**src/rtl/sub_pkg.sv**
```systemverilog
// sub_pkg: shared state encodings and default width for the serial subtractor.
package sub_pkg;
    typedef enum logic [1:0] {
        ST_IDLE = 2'd0,
        ST_RUN  = 2'd1,
        ST_DONE = 2'd2
    } state_t;
    localparam int SUB_WIDTH_DEF = 8;
endpackage

```
**src/rtl/sub_bit_cell.sv**
```systemverilog
// sub_bit_cell: combinational 1-bit full subtractor built from two half-subtract stages.
module sub_bit_cell (
    input  logic a,
    input  logic b,
    input  logic bin,
    output logic d,
    output logic bout
);
    logic d1;
    logic b1;
    logic b2;
    assign d1   = a ^ b;
    assign b1   = ~a & b;
    assign d    = d1 ^ bin;
    assign b2   = ~d1 & bin;
    assign bout = b1 | b2;
endmodule

```
**src/rtl/serial_sub_ctrl.sv**
```systemverilog
// serial_sub_ctrl: LSB-first bit-serial subtractor a-b through one 1-bit cell.
// Optional a_lt_b/a_eq_b compare flags are built when SUB_CMP_EN is defined.
module serial_sub_ctrl
    import sub_pkg::*;
#(
    parameter int WIDTH = SUB_WIDTH_DEF
) (
    input  logic             clk,
    input  logic             rst,
    input  logic             start,
    input  logic [WIDTH-1:0] a,
    input  logic [WIDTH-1:0] b,
    output logic             busy,
    output logic             done,
    output logic [WIDTH-1:0] diff,
    output logic             borrow_out
`ifdef SUB_CMP_EN
    ,
    output logic             a_lt_b,
    output logic             a_eq_b
`endif
);
    localparam int CW = $clog2(WIDTH);

    state_t           state_q, state_d;
    logic [WIDTH-1:0] a_sh_q, a_sh_d, b_sh_q, b_sh_d, r_sh_q, r_sh_d;
    logic [WIDTH-1:0] diff_q, diff_d;
    logic [CW-1:0]    cnt_q, cnt_d;
    logic             br_q, br_d, borrow_q, borrow_d;
    logic             cell_d, cell_bout;
    logic [WIDTH-1:0] res;

    sub_bit_cell u_cell (
        .a   (a_sh_q[0]),
        .b   (b_sh_q[0]),
        .bin (br_q),
        .d   (cell_d),
        .bout(cell_bout)
    );

    assign res = {cell_d, r_sh_q[WIDTH-1:1]};

`ifdef SUB_CMP_EN
    logic lt_q, lt_d, eq_q, eq_d;
    assign a_lt_b = lt_q;
    assign a_eq_b = eq_q;
`endif

    always_comb begin
        state_d  = state_q;
        a_sh_d   = a_sh_q;
        b_sh_d   = b_sh_q;
        r_sh_d   = r_sh_q;
        br_d     = br_q;
        cnt_d    = cnt_q;
        diff_d   = diff_q;
        borrow_d = borrow_q;
`ifdef SUB_CMP_EN
        lt_d     = lt_q;
        eq_d     = eq_q;
`endif
        case (state_q)
            ST_IDLE: if (start) begin
                a_sh_d  = a;
                b_sh_d  = b;
                br_d    = 1'b0;
                cnt_d   = '0;
                state_d = ST_RUN;
            end
            ST_RUN: begin
                a_sh_d = a_sh_q >> 1;
                b_sh_d = b_sh_q >> 1;
                r_sh_d = res;
                br_d   = cell_bout;
                cnt_d  = cnt_q + 1'b1;
                if (cnt_q == CW'(WIDTH - 1)) begin
                    diff_d   = res;
                    borrow_d = cell_bout;
`ifdef SUB_CMP_EN
                    lt_d     = cell_bout;
                    eq_d     = (res == '0);
`endif
                    state_d  = ST_DONE;
                end
            end
            default: state_d = ST_IDLE;
        endcase
    end

    always_ff @(posedge clk or posedge rst) begin
        if (rst) begin
            state_q  <= ST_IDLE;
            a_sh_q   <= '0;
            b_sh_q   <= '0;
            r_sh_q   <= '0;
            br_q     <= 1'b0;
            cnt_q    <= '0;
            diff_q   <= '0;
            borrow_q <= 1'b0;
`ifdef SUB_CMP_EN
            lt_q     <= 1'b0;
            eq_q     <= 1'b0;
`endif
        end else begin
            state_q  <= state_d;
            a_sh_q   <= a_sh_d;
            b_sh_q   <= b_sh_d;
            r_sh_q   <= r_sh_d;
            br_q     <= br_d;
            cnt_q    <= cnt_d;
            diff_q   <= diff_d;
            borrow_q <= borrow_d;
`ifdef SUB_CMP_EN
            lt_q     <= lt_d;
            eq_q     <= eq_d;
`endif
        end
    end

    // Status decoded from registered state only, so no input-to-output path.
    assign busy       = (state_q != ST_IDLE);
    assign done       = (state_q == ST_DONE);
    assign diff       = diff_q;
    assign borrow_out = borrow_q;
endmodule
```
**config.mk**
```make
export PLATFORM = sky130hd
export DESIGN_NAME = serial_sub_ctrl
export DESIGN_NICKNAME = d
export VERILOG_FILES = /design/src/rtl/sub_pkg.sv /design/src/rtl/sub_bit_cell.sv /design/src/rtl/serial_sub_ctrl.sv
export SDC_FILE = /design/constraint.sdc
export NUM_CORES = 1
export LEC_CHECK = 0
export CELL_PAD_IN_SITES_DETAIL_PLACEMENT = 0
export CELL_PAD_IN_SITES_GLOBAL_PLACEMENT = 2
export CORE_MARGIN = 5
export CORE_UTILIZATION = 33
export CTS_CLUSTER_SIZE = 14
export DETAILED_ROUTE_END_ITERATION = 6
export GPL_TIMING_DRIVEN = 0
export PLACE_DENSITY = 0.78
export SLEW_MARGIN = 20
export SYNTH_ARGS = -nofsm -noshare
export SYNTH_HDL_FRONTEND = slang
export SYNTH_SLANG_ARGS = --single-unit
```
**constraint.sdc**
```tcl
create_clock -name clk -period 1.53 [get_ports clk]
set_input_delay 0.306 -clock clk [delete_from_list [all_inputs] [get_ports clk]]
set_output_delay 0.306 -clock clk [all_outputs]
set_load 0.1 [all_outputs]
```
==> metrics.md, run 1 <==
| Metric | Value |
|---|---|
| FP Rows | `27` |
| Worst Path Required | `about 1.2 ns` |
| Detailed Place HPWL | `2670 µm` |
| Post-DP Area | `2350 µm²` |
| Multi-input gate area in the final layout | `852 µm²` |
| Syn-to-layout area delta | `33.0%` |
| DR vias | `between 1,000 and 1,500` |
| Outcome | `finished with violations` |
| Crit Path Max Fanout | `4` |
| Pre-CTS setup slack | `-0.819 ns` |
| DR WL met3 | `approximately 170 µm` |
| Nets@finish | `210` |
| Final core occ | `45.9%` |
| Measured slew at the worst slew-check pin | `about 0.51 ns` |
| CTS root buf | `clkbuf_8` |
| Final period utilization | `104%` |
| Final setup margin | `-0.0655 ns` |
| Post-Syn Nets | `163` |
| Final Routed Wirelength | `about 3800 µm` |
| Crit path DAT | `around 1.3 ns` |
| Met2 WL | `approximately 1800 µm` |
| Largest net degree at the start of global routing | `22` |
| Setup Crit Path Kind | `flop to output pin` |
| Final Skew | `just over 0.005 ns` |
| DR iter-0 viols | `35` |
| RSZ-0062 raised after global routing | `true` |
| Fillers | `between 500 and 600` |
| CTS H-tree depth | `2` |
| Reg clk slew, reported paths | `0.08 ns` |
| Ports | `30` |
| Area of the die | `about 7500 µm²` |
| Violated checks | `negative setup slack` |
| TritonCTS clock tree | `yes` |
| Initial Util | `approximately a third` |
| Global-route wire length before repair | `~6400 µm` |
| Via/cell ratio | `a little under 5` |
| Commonest non-fill, non-tap cell in the layout | `dfrtp_1` |
| Setup crit start | `state_q[1]` |
| Uppermost layer routed | `met4` |
| Element type at the critical path start | `flop` |
| Leak | `1.14 nW` |
| Area occupied by registers | `between 900 and 1000 µm²` |
| Worst reg2reg path startpoint | `cnt_q[0]` |
| Die H | `between 80 and 90 µm` |
| Mapped Cells | `around 140` |
| GPL Wtd Cong | `about 0.73` |
| Final Critical Period | `around 1.6 ns` |
| Post-synth cell types | `25` |
| Final setup vio count | `2` |
| # diodes | `0` |
| HP Class | `input port to async pin` |
| Longest Clk Path Bufs | `2` |
| Metal-1 WL | `between 1500 and 2000 µm` |
| Overall Global Routing Usage | `between 10% and 20%` |
| Clk Latency, worst-skew pair | `0.29 ns` |
| Wire per inst | `roughly 15 µm` |
| Number of CTS-inserted buffers | `5` |
| #FFs+latches synth | `38` |
| Initial antenna violation count | `0` |
| Antenna-violating nets left | `0` |
| Sequential element share of the synthesized area | `about 49%` |
| Most frequent cells in the layout | `dfrtp_1 (38), clkdlybuf4s50_1 (18), inv_1 (17)` |
| Global route overflow | `0` |
| Worst VDD drop | `1320 µV` |
| Syn_area_per_cell | `~14 µm²` |
| Pwr per Cell Area | `between 2000 and 2500 nW/µm²` |
| Critical Path Sink Type | `output pin` |
| Post-layout power | `5.72 mW` |
| Maximum clock rate | `between 600 and 700 MHz` |
| Clock sinks | `38` |
| Fraction of layout cells with a size suffix above 1 | `between 40% and 50%` |
| Die width | `between 80 and 90 µm` |
| Max-Slew Margin vs Limit | `66.1%` |
| Post-Syn Area | `just under 2000 µm²` |
| Max cap viols | `0` |
| Core Box Area | `roughly 5600 µm²` |
| CTS Hold Bufs | `0` |
| I/O Buffers | `29` |
| Hold Violations, Final | `0` |
| Final Instance Area | `2570 µm²` |
| Pre-antenna DRT Iters | `4` |
| # DRC | `0` |
| YS warnings | `0` |
| Max-slew violations | `0` |
| Vias in the first global route | `about 1,300` |
## repair_timing
item	CTS	global route
buffers inserted	2	7
endpoints found under the hold margin	0	0
gates cloned	0	1
setup endpoints to repair	11	20
pin swaps	1	2
gates resized for setup	51	27
## through the flow
stage                     TNS [ns]  hold slack (ns)  std cells
after floorplan                  0            0.458        141
after global placement      -25.15            0.472        242
after detailed placement     -5.55            0.489        243
after CTS                   -0.178            0.340        252
after global routing        -0.235            0.388        260
final                       -0.117            0.331        260
## cell families (layout without fill, tap and decap cells)
kind of cell,count (synthesis),in the layout,share of synthesized area [%]
muxes,17,17,11.7
buffers and inverters,30,77,8.28
and+or+nand+nor,32,32,16.0
AOI/OAI and AO/OA,21,21,12.6
adders and majority gates,3,3,2.33
DFF,38,38,49.2
## state kept, by name (all words and copies together), names as in the netlist
signal and count:
br_q 1, b_sh_q 8, a_sh_q 8, r_sh_q 7
borrow_out 1, state_q 2, cnt_q 3, diff 8
## metal layers
layer	GRT usage, %	up-vias
met2	17.5	28
met5	0	-
li1	-	593
met1	13.9	622
met3	3.04	7
met4	4.25	0
## power breakdown
part | switching (mW) | total [mW] | internal, mW | leakage [nW]
logic | 1.86 | 3.09 | 1.24 | 0.629
registers | 0.269 | 1.76 | 1.49 | 0.456
clock network | 0.346 | 0.868 | 0.522 | 0.0573
## synthesized netlist by cell type, drive strengths merged
cell	count	share of area [%]
a211oi	12	7.8
a21oi	1	0.26
a221oi	2	1.6
a22o	3	1.4
a32o	2	1.0
buf	10	4.4
clkbuf	1	0.19
dfrtp	38	49
fa	1	1.0
ha	2	1.3
inv	19	3.7
mux2	17	12
nand3b	1	0.39
nor2	1	0.32
nor2b	4	1.4
nor3b	14	6.5
nor4b	12	7.4
o21bai	1	0.58
## final cells by class
| cell class | instances | share of cell area (%) |
|---|---|---|
| tap | 72 | 3.50 |
| inverter | 19 | 2.77 |
| sequential | 38 | 37.0 |
| buffer | 11 | 4.23 |
| multi-input combinational | 73 | 33.1 |
| clock inverter | 1 | 1.17 |
| timing repair buffer | 40 | 15.0 |
| clock buffer | 6 | 3.21 |
## critical path: stages, from the launching register on
cell and delay [ns]:
dfrtp_1 0.43, buf_6 0.14, buf_6 0.12, nor2_4 0.11, inv_2 0.05, buf_12 0.16
## final timing paths
check	depth (start not counted)	slack, ns	end
max in group asynchronous	3	0.75	b_sh_q[5]
min in group clk	1	0.50	r_sh_q[1]
setup / recovery	5	-0.07	busy
setup reg to reg	5	0.08	diff[0]
hold reg to reg	1	0.50	r_sh_q[1]
hold / removal	2	0.33	r_sh_q[5]
Note: power is estimated with default switching activity, not from simulation.
==> inputs of run 2 (changes only) <==
--- a/config.mk
+++ b/config.mk
@@ -8,11 +8,11 @@
 export CELL_PAD_IN_SITES_DETAIL_PLACEMENT = 0
 export CELL_PAD_IN_SITES_GLOBAL_PLACEMENT = 2
 export CORE_MARGIN = 5
-export CORE_UTILIZATION = 33
+export CORE_UTILIZATION = 37
 export CTS_CLUSTER_SIZE = 14
 export DETAILED_ROUTE_END_ITERATION = 6
 export GPL_TIMING_DRIVEN = 0
-export PLACE_DENSITY = 0.78
+export PLACE_DENSITY = 0.82
 export SLEW_MARGIN = 20
 export SYNTH_ARGS = -nofsm -noshare
 export SYNTH_HDL_FRONTEND = slang
==> constraint.sdc (replaced) <==
create_clock -name clk -period 1.6 [get_ports clk]
set_input_delay 0.4 -clock clk [delete_from_list [all_inputs] [get_ports clk]]
set_output_delay 0.4 -clock clk [all_outputs]
set_load 0.1 [all_outputs]
==> metrics.md, run 2 (synthesis results as in run 1) <==
| Metric | Value |
|---|---|
| Met1 usage | `around 16%` |
| Pwr per Cell Area | `between 2000 and 2500 nW/µm²` |
| Pre-antenna DRT Iters | `4` |
| Largest net degree at the start of global routing | `29` |
| Crit path cell chain | `buf_6 > nor2_4 > inv_2 > buf_12` |
| Global route overflow | `0` |
| Antenna-violating nets left | `0` |
| Leak | `between 1 and 1.5 nW` |
| Max-Slew Margin vs Limit | `roughly two thirds` |
| GPL Wtd Cong | `0.750` |
| Detailed Place HPWL | `between 2000 and 3000 µm` |
| Reg2reg path depth | `5` |
| Max cap viols | `0` |
| Clock sinks | `38` |
| Maximum clock rate | `roughly 630 MHz` |
| Hold Violations, Final | `0` |
| Crit Path Max Fanout | `4` |
| CTS H-tree depth | `2` |
| Grt met3 use | `under 10%` |
| # DRC | `0` |
| Reg power frac | `32.5%` |
| Initial Util | `between 30% and 40%` |
| Crit path DAT | `1.20 ns` |
| Area of the die | `~6800 µm²` |
| CTS root buf | `clkbuf_8` |
| Syn-to-layout area delta | `28.7%` |
| DR vias | `1,236` |
| Critical Path Sink Type | `output pin` |
| I/O Buffers | `29` |
| Critical Path Stages | `4` |
| Clk Latency, worst-skew pair | `0.29 ns` |
| P_sw | `2.36 mW` |
| CP delay by family, top | `flip-flops` |
| Outcome | `finished clean` |
| TNS Setup | `0 ns` |
| Worst Path Required | `about 1.2 ns` |
| Final Routed Wirelength | `3800 µm` |
| Setup Crit Path Kind | `flop to output pin` |
| Via/cell ratio | `slightly below 5` |
| Element type at the critical path start | `flop` |
| Global-route wire length before repair | `between 6000 and 7000 µm` |
| Ports | `30` |
| Longest Clk Path Bufs | `2` |
| Busiest grt layer | `met2` |
| HP Class | `input port to async pin` |
| Vias in the first global route | `1,302` |
| CTS Hold Bufs | `0` |
| Internal power | `around 2.9 mW` |
| Most frequent cells in the layout | `dfrtp_1 (36), clkdlybuf4s50_1 (18), inv_1 (17)` |
| Reg clk slew, reported paths | `about 0.07 ns` |
| Overall Global Routing Usage | `12.7%` |
| Multi-input gate area in the final layout | `about 850 µm²` |
| Met2 Usage GRT | `between 20 and 25%` |
| Post-layout power | `around 5.2 mW` |
| TritonCTS clock tree | `yes` |
| Wire per inst | `14.9 µm` |
| FP Rows | `26` |
| CP bufs+invs | `3` |
| Worst path max stage delay | `~0.45 ns` |
| Final Critical Period | `1.60 ns` |
| Final period utilization | `99.8%` |
| Final Skew | `0.00537 ns` |
| Commonest non-fill, non-tap cell in the layout | `dfrtp_1` |
| Core Box Area | `about 5000 µm²` |
| Number of CTS-inserted buffers | `5` |
| Switching share of total power | `45.3%` |
| Clock power share | `roughly 12%` |
| Die width | `approximately 80 µm` |
| Die H | `between 80 and 90 µm` |
| Final setup vio count | `0` |
| Nets@finish | `just over 200` |
| RSZ-0062 raised after global routing | `true` |
| Fillers | `472` |
| DR iter-0 viols | `60` |
| Share of total power in combinational logic | `55.4%` |
| Max-slew violations | `0` |
| Fraction of layout cells with a size suffix above 1 | `between 40% and 50%` |
| CP max-delay cell | `dfrtp_2` |
| Initial antenna violation count | `0` |
| Worst VDD drop | `863 µV` |
| Area occupied by registers | `953 µm²` |
| # diodes | `0` |
| Measured slew at the worst slew-check pin | `0.490 ns` |
-- run 2: changes by cell type in the layout (fill, tap and decap cells not counted) --
cell,delta
clkdlybuf4s18_2,-2
dfrtp_1,-2
bufinv_16,-1
dfrtp_2,+2
ha_1,+2
ha_2,-2
buf_2,+1
buf_16,-1
clkbuf_8,-1
clkinv_2,+2
buf_6,-2
buf_12,+1
-- run 2: cell type report --
class	instances	share of cell area (%)
Buffer	10	4.02
Clock buffer	5	2.77
Clock inverter	2	0.402
Inverter	19	2.87
Multi-Input combinational cell	73	34.1
Sequential cell	38	38.3
Tap cell	70	3.52
Timing Repair Buffer	38	14.0
-- run 2: final timing paths --
kind / from / end / slack, ns
max: state_q[1] / busy / 0.003
min: rst / diff[6] / 0.36
max reg2reg: cnt_q[0] / diff[0] / 0.08
min reg2reg: r_sh_q[1] / r_sh_q[1] / 0.49
max in group asynchronous: rst / state_q[0] / 0.80
min in group clk: r_sh_q[1] / r_sh_q[1] / 0.49
-- run 2: worst register-to-register path: cells and delay by family (launching register included) --
family	cells	cell delay, ns
buf+inv	1	0.22
fa+ha+maj	2	0.41
mux	1	0.32
simple gates	1	0.08
flops	1	0.39
-- run 2: per-layer routing --
metal  part of all wire (%)  wire [µm]  vias to the layer above
met5                      0          0                        -
met4                    1.2         46                        0
met3                    5.2        198                        6
met2                     49       1850                       28
met1                     45       1710                      613
li1                       -          -                      589
-- run 2: power groups by stage --
stage / Sequential, mW / Combinational, mW / Clock, mW
global route: 1.75 / 3.10 / 0.692
CTS: 1.70 / 3.00 / 0.645
detailed placement: 1.72 / 2.89 / 0
global placement: 1.69 / 2.82 / 0
floorplan: 2.47 / 1.51 / 0
finish: 1.70 / 2.89 / 0.631
-- run 2: stage by stage --
| step | area [µm²] | instances | setup WS (ns) | utilization (%) | hold slack, ns |
|---|---|---|---|---|---|
| 6_report | 2490 | 255 | 0.00267 | 48.7 | 0.361 |
| 5_1_grt | 2490 | 255 | -0.0465 | 48.7 | 0.381 |
| 4_1_cts | 2510 | 256 | -0.0490 | 49.2 | 0.363 |
| 3_5_place_dp | 2340 | 241 | -0.841 | 45.9 | 0.482 |
| 3_3_place_gp | 2320 | 240 | -0.835 | 45.5 | 0.470 |
| 2_1_floorplan | 1940 | 141 | -0.00523 | - | 0.458 |
-- run 2: repair_timing --
| item | 4_1_cts | 5_1_grt |
|---|---|---|
| endpoints found under the setup margin | 13 | 11 |
| buffers inserted | 8 | 0 |
| cloned | 0 | 0 |
| pin swaps | 1 | 1 |
| resized for setup | 63 | 14 |
==> variant, RTL diff (flow settings as in run 1) <==
The package constant `SUB_WIDTH_DEF` goes from 8 to 4.
--- a/src/rtl/sub_pkg.sv
+++ b/src/rtl/sub_pkg.sv
@@ -7,3 +7,3 @@
     } state_t;
-    localparam int SUB_WIDTH_DEF = 8;
+    localparam int SUB_WIDTH_DEF = 4;
 endpackage
Ports: changed (resized a, b and diff); port bits go from 30 to 18. The function was not compared with the original's and may differ.
==> variant against run 1 <==
  * Sequential cell count is 17 lower
  * Largest cell class unchanged
  * Cell area is 50% lower
  * Wire length is 48% lower
  * Synthesized area is 49% lower
  * Setup slack better by 0.088 ns
  * Worst hold slack better by 0.047 ns
  * Cell count is 47% lower
Power is not shown: default switching activity piles up to over one toggle a cycle in this logic, so the estimate is an artifact.
==> variant: results (changes against run 1) <==
critical path data arrival time 1.20 ns (-0.09 ns); Post-Route WL 1970 um (-48%); Top Family by Delay on Critical Path flip-flops; synthesized netlist net count 91 (-44%); Post-Layout Cell Count 137 (-47%); Post-Synthesis Cells 78 (-45%); Distinct cells, synth 27 (+8.0%); Vias/cell 4.99 (+3.7%); ys async rst share 1.00 (unchanged); CTS buffer count 3 (-2); list of most frequent post-synthesis cells dfrtp_1 (21), inv_1 (12), mux2_2 (8); vias in the first global route 685 (-49%); met3 usage 0.0518 (+0.0214); post-layout net count 120 (-43%); Clock Root Buffer clkbuf_4; outcome finished clean; routed wl met2 834 um (-53%); Area contributors post-synth dfrtp_1 (54%), mux2_2 (9.2%), a221oi_2 (4.6%); met1 usage 0.143 (+0.00307); Syn. warnings 0 (unchanged); HPWL Detailed 1200 um (-55%); worst skew pair latency 0.31 ns (+0.02 ns); GRT Total Usage 0.105 (-0.00394); met2 GRT Util 0.156 (-0.0193); DRT iter0 DRCs 31 (-11%); Cells after DPL 125 (-49%); fillers 268 (-50%); buffers added on ports 16 (-45%); min-delay worst type in2reg; Worst Clk Skew 0.00208 ns (-0.00310 ns); initial antenna violation count 0 (unchanged); max incr delay on CP 0.42 ns; layout cell share with drive strength beyond 1 0.349 (-0.0978); Buf/Inv on CP 3 (-1); H-tree depth 1 (-1); first-pass GRT wire length 3370 um (-48%); Slew HR 0.455 (-0.206); Seq/Total Area, Yosys 0.536 (+0.0445); Clock transition at path regs 0.12 ns (+0.04 ns); WL met1 960 um (-45%); pre-CTS WS -0.694 ns (+0.125 ns); crit-path max FO 4 (unchanged); dpl cell area 1190 um^2 (-50%); met3 wire len 165 um (-2.4%); GP Congestion 0.692 (-5.8%)
-- variant: cell count changes after synthesis, moves of 7 or more --
| cell | change |
|---|---|
| mux2_2 | +7 |
| mux2_1 | -7 |
| dfrtp_1 | -17 |
| mux2_4 | -9 |
| a211oi_2 | -12 |
| inv_1 | -7 |
-- variant: path summary, 6_finish.rpt --
| check | to | cells after the start | start | slack [ns] |
|---|---|---|---|---|
| max in group asynchronous | state_q[1] | 2 | rst | 0.59 |
| hold / removal | b_sh_q[3] | 2 | start | 0.38 |
| min in group asynchronous | borrow_out | 2 | rst | 0.44 |
| hold reg to reg | br_q | 1 | br_q | 0.50 |
| setup / recovery | busy | 4 | state_q[1] | 0.02 |
| setup reg to reg | diff[2] | 3 | cnt_q[0] | 0.18 |
-- variant: cell families after synthesis --
group / share of synthesized area
buffers and inverters: 0.0715
AOI/OAI and AO/OA: 0.123
adders and majority gates: 0.0332
muxes: 0.102
DFF: 0.536
and+or+nand+nor: 0.134
-- variant: cell type report --
| type | instances | area (um^2) | share of cell area |
|---|---|---|---|
| Clock inverter | 1 | 5.00 | 0.00391 |
| Buffer | 4 | 35.0 | 0.0274 |
| Multi-Input combinational cell | 41 | 392 | 0.306 |
| Inverter | 12 | 45.0 | 0.0352 |
| Tap cell | 31 | 38.8 | 0.0303 |
| Timing Repair Buffer | 24 | 215 | 0.168 |
| Clock buffer | 3 | 22.5 | 0.0176 |
| Sequential cell | 21 | 526 | 0.411 |
-- variant: repair_timing --
item | in CTS | in global routing
cloned | 0 | 0
buffers inserted | 7 | 1
setup endpoints to repair | 7 | 3
gates resized for setup | 45 | 2
hold buffers | 0 | 0
pin swaps | 1 | 0
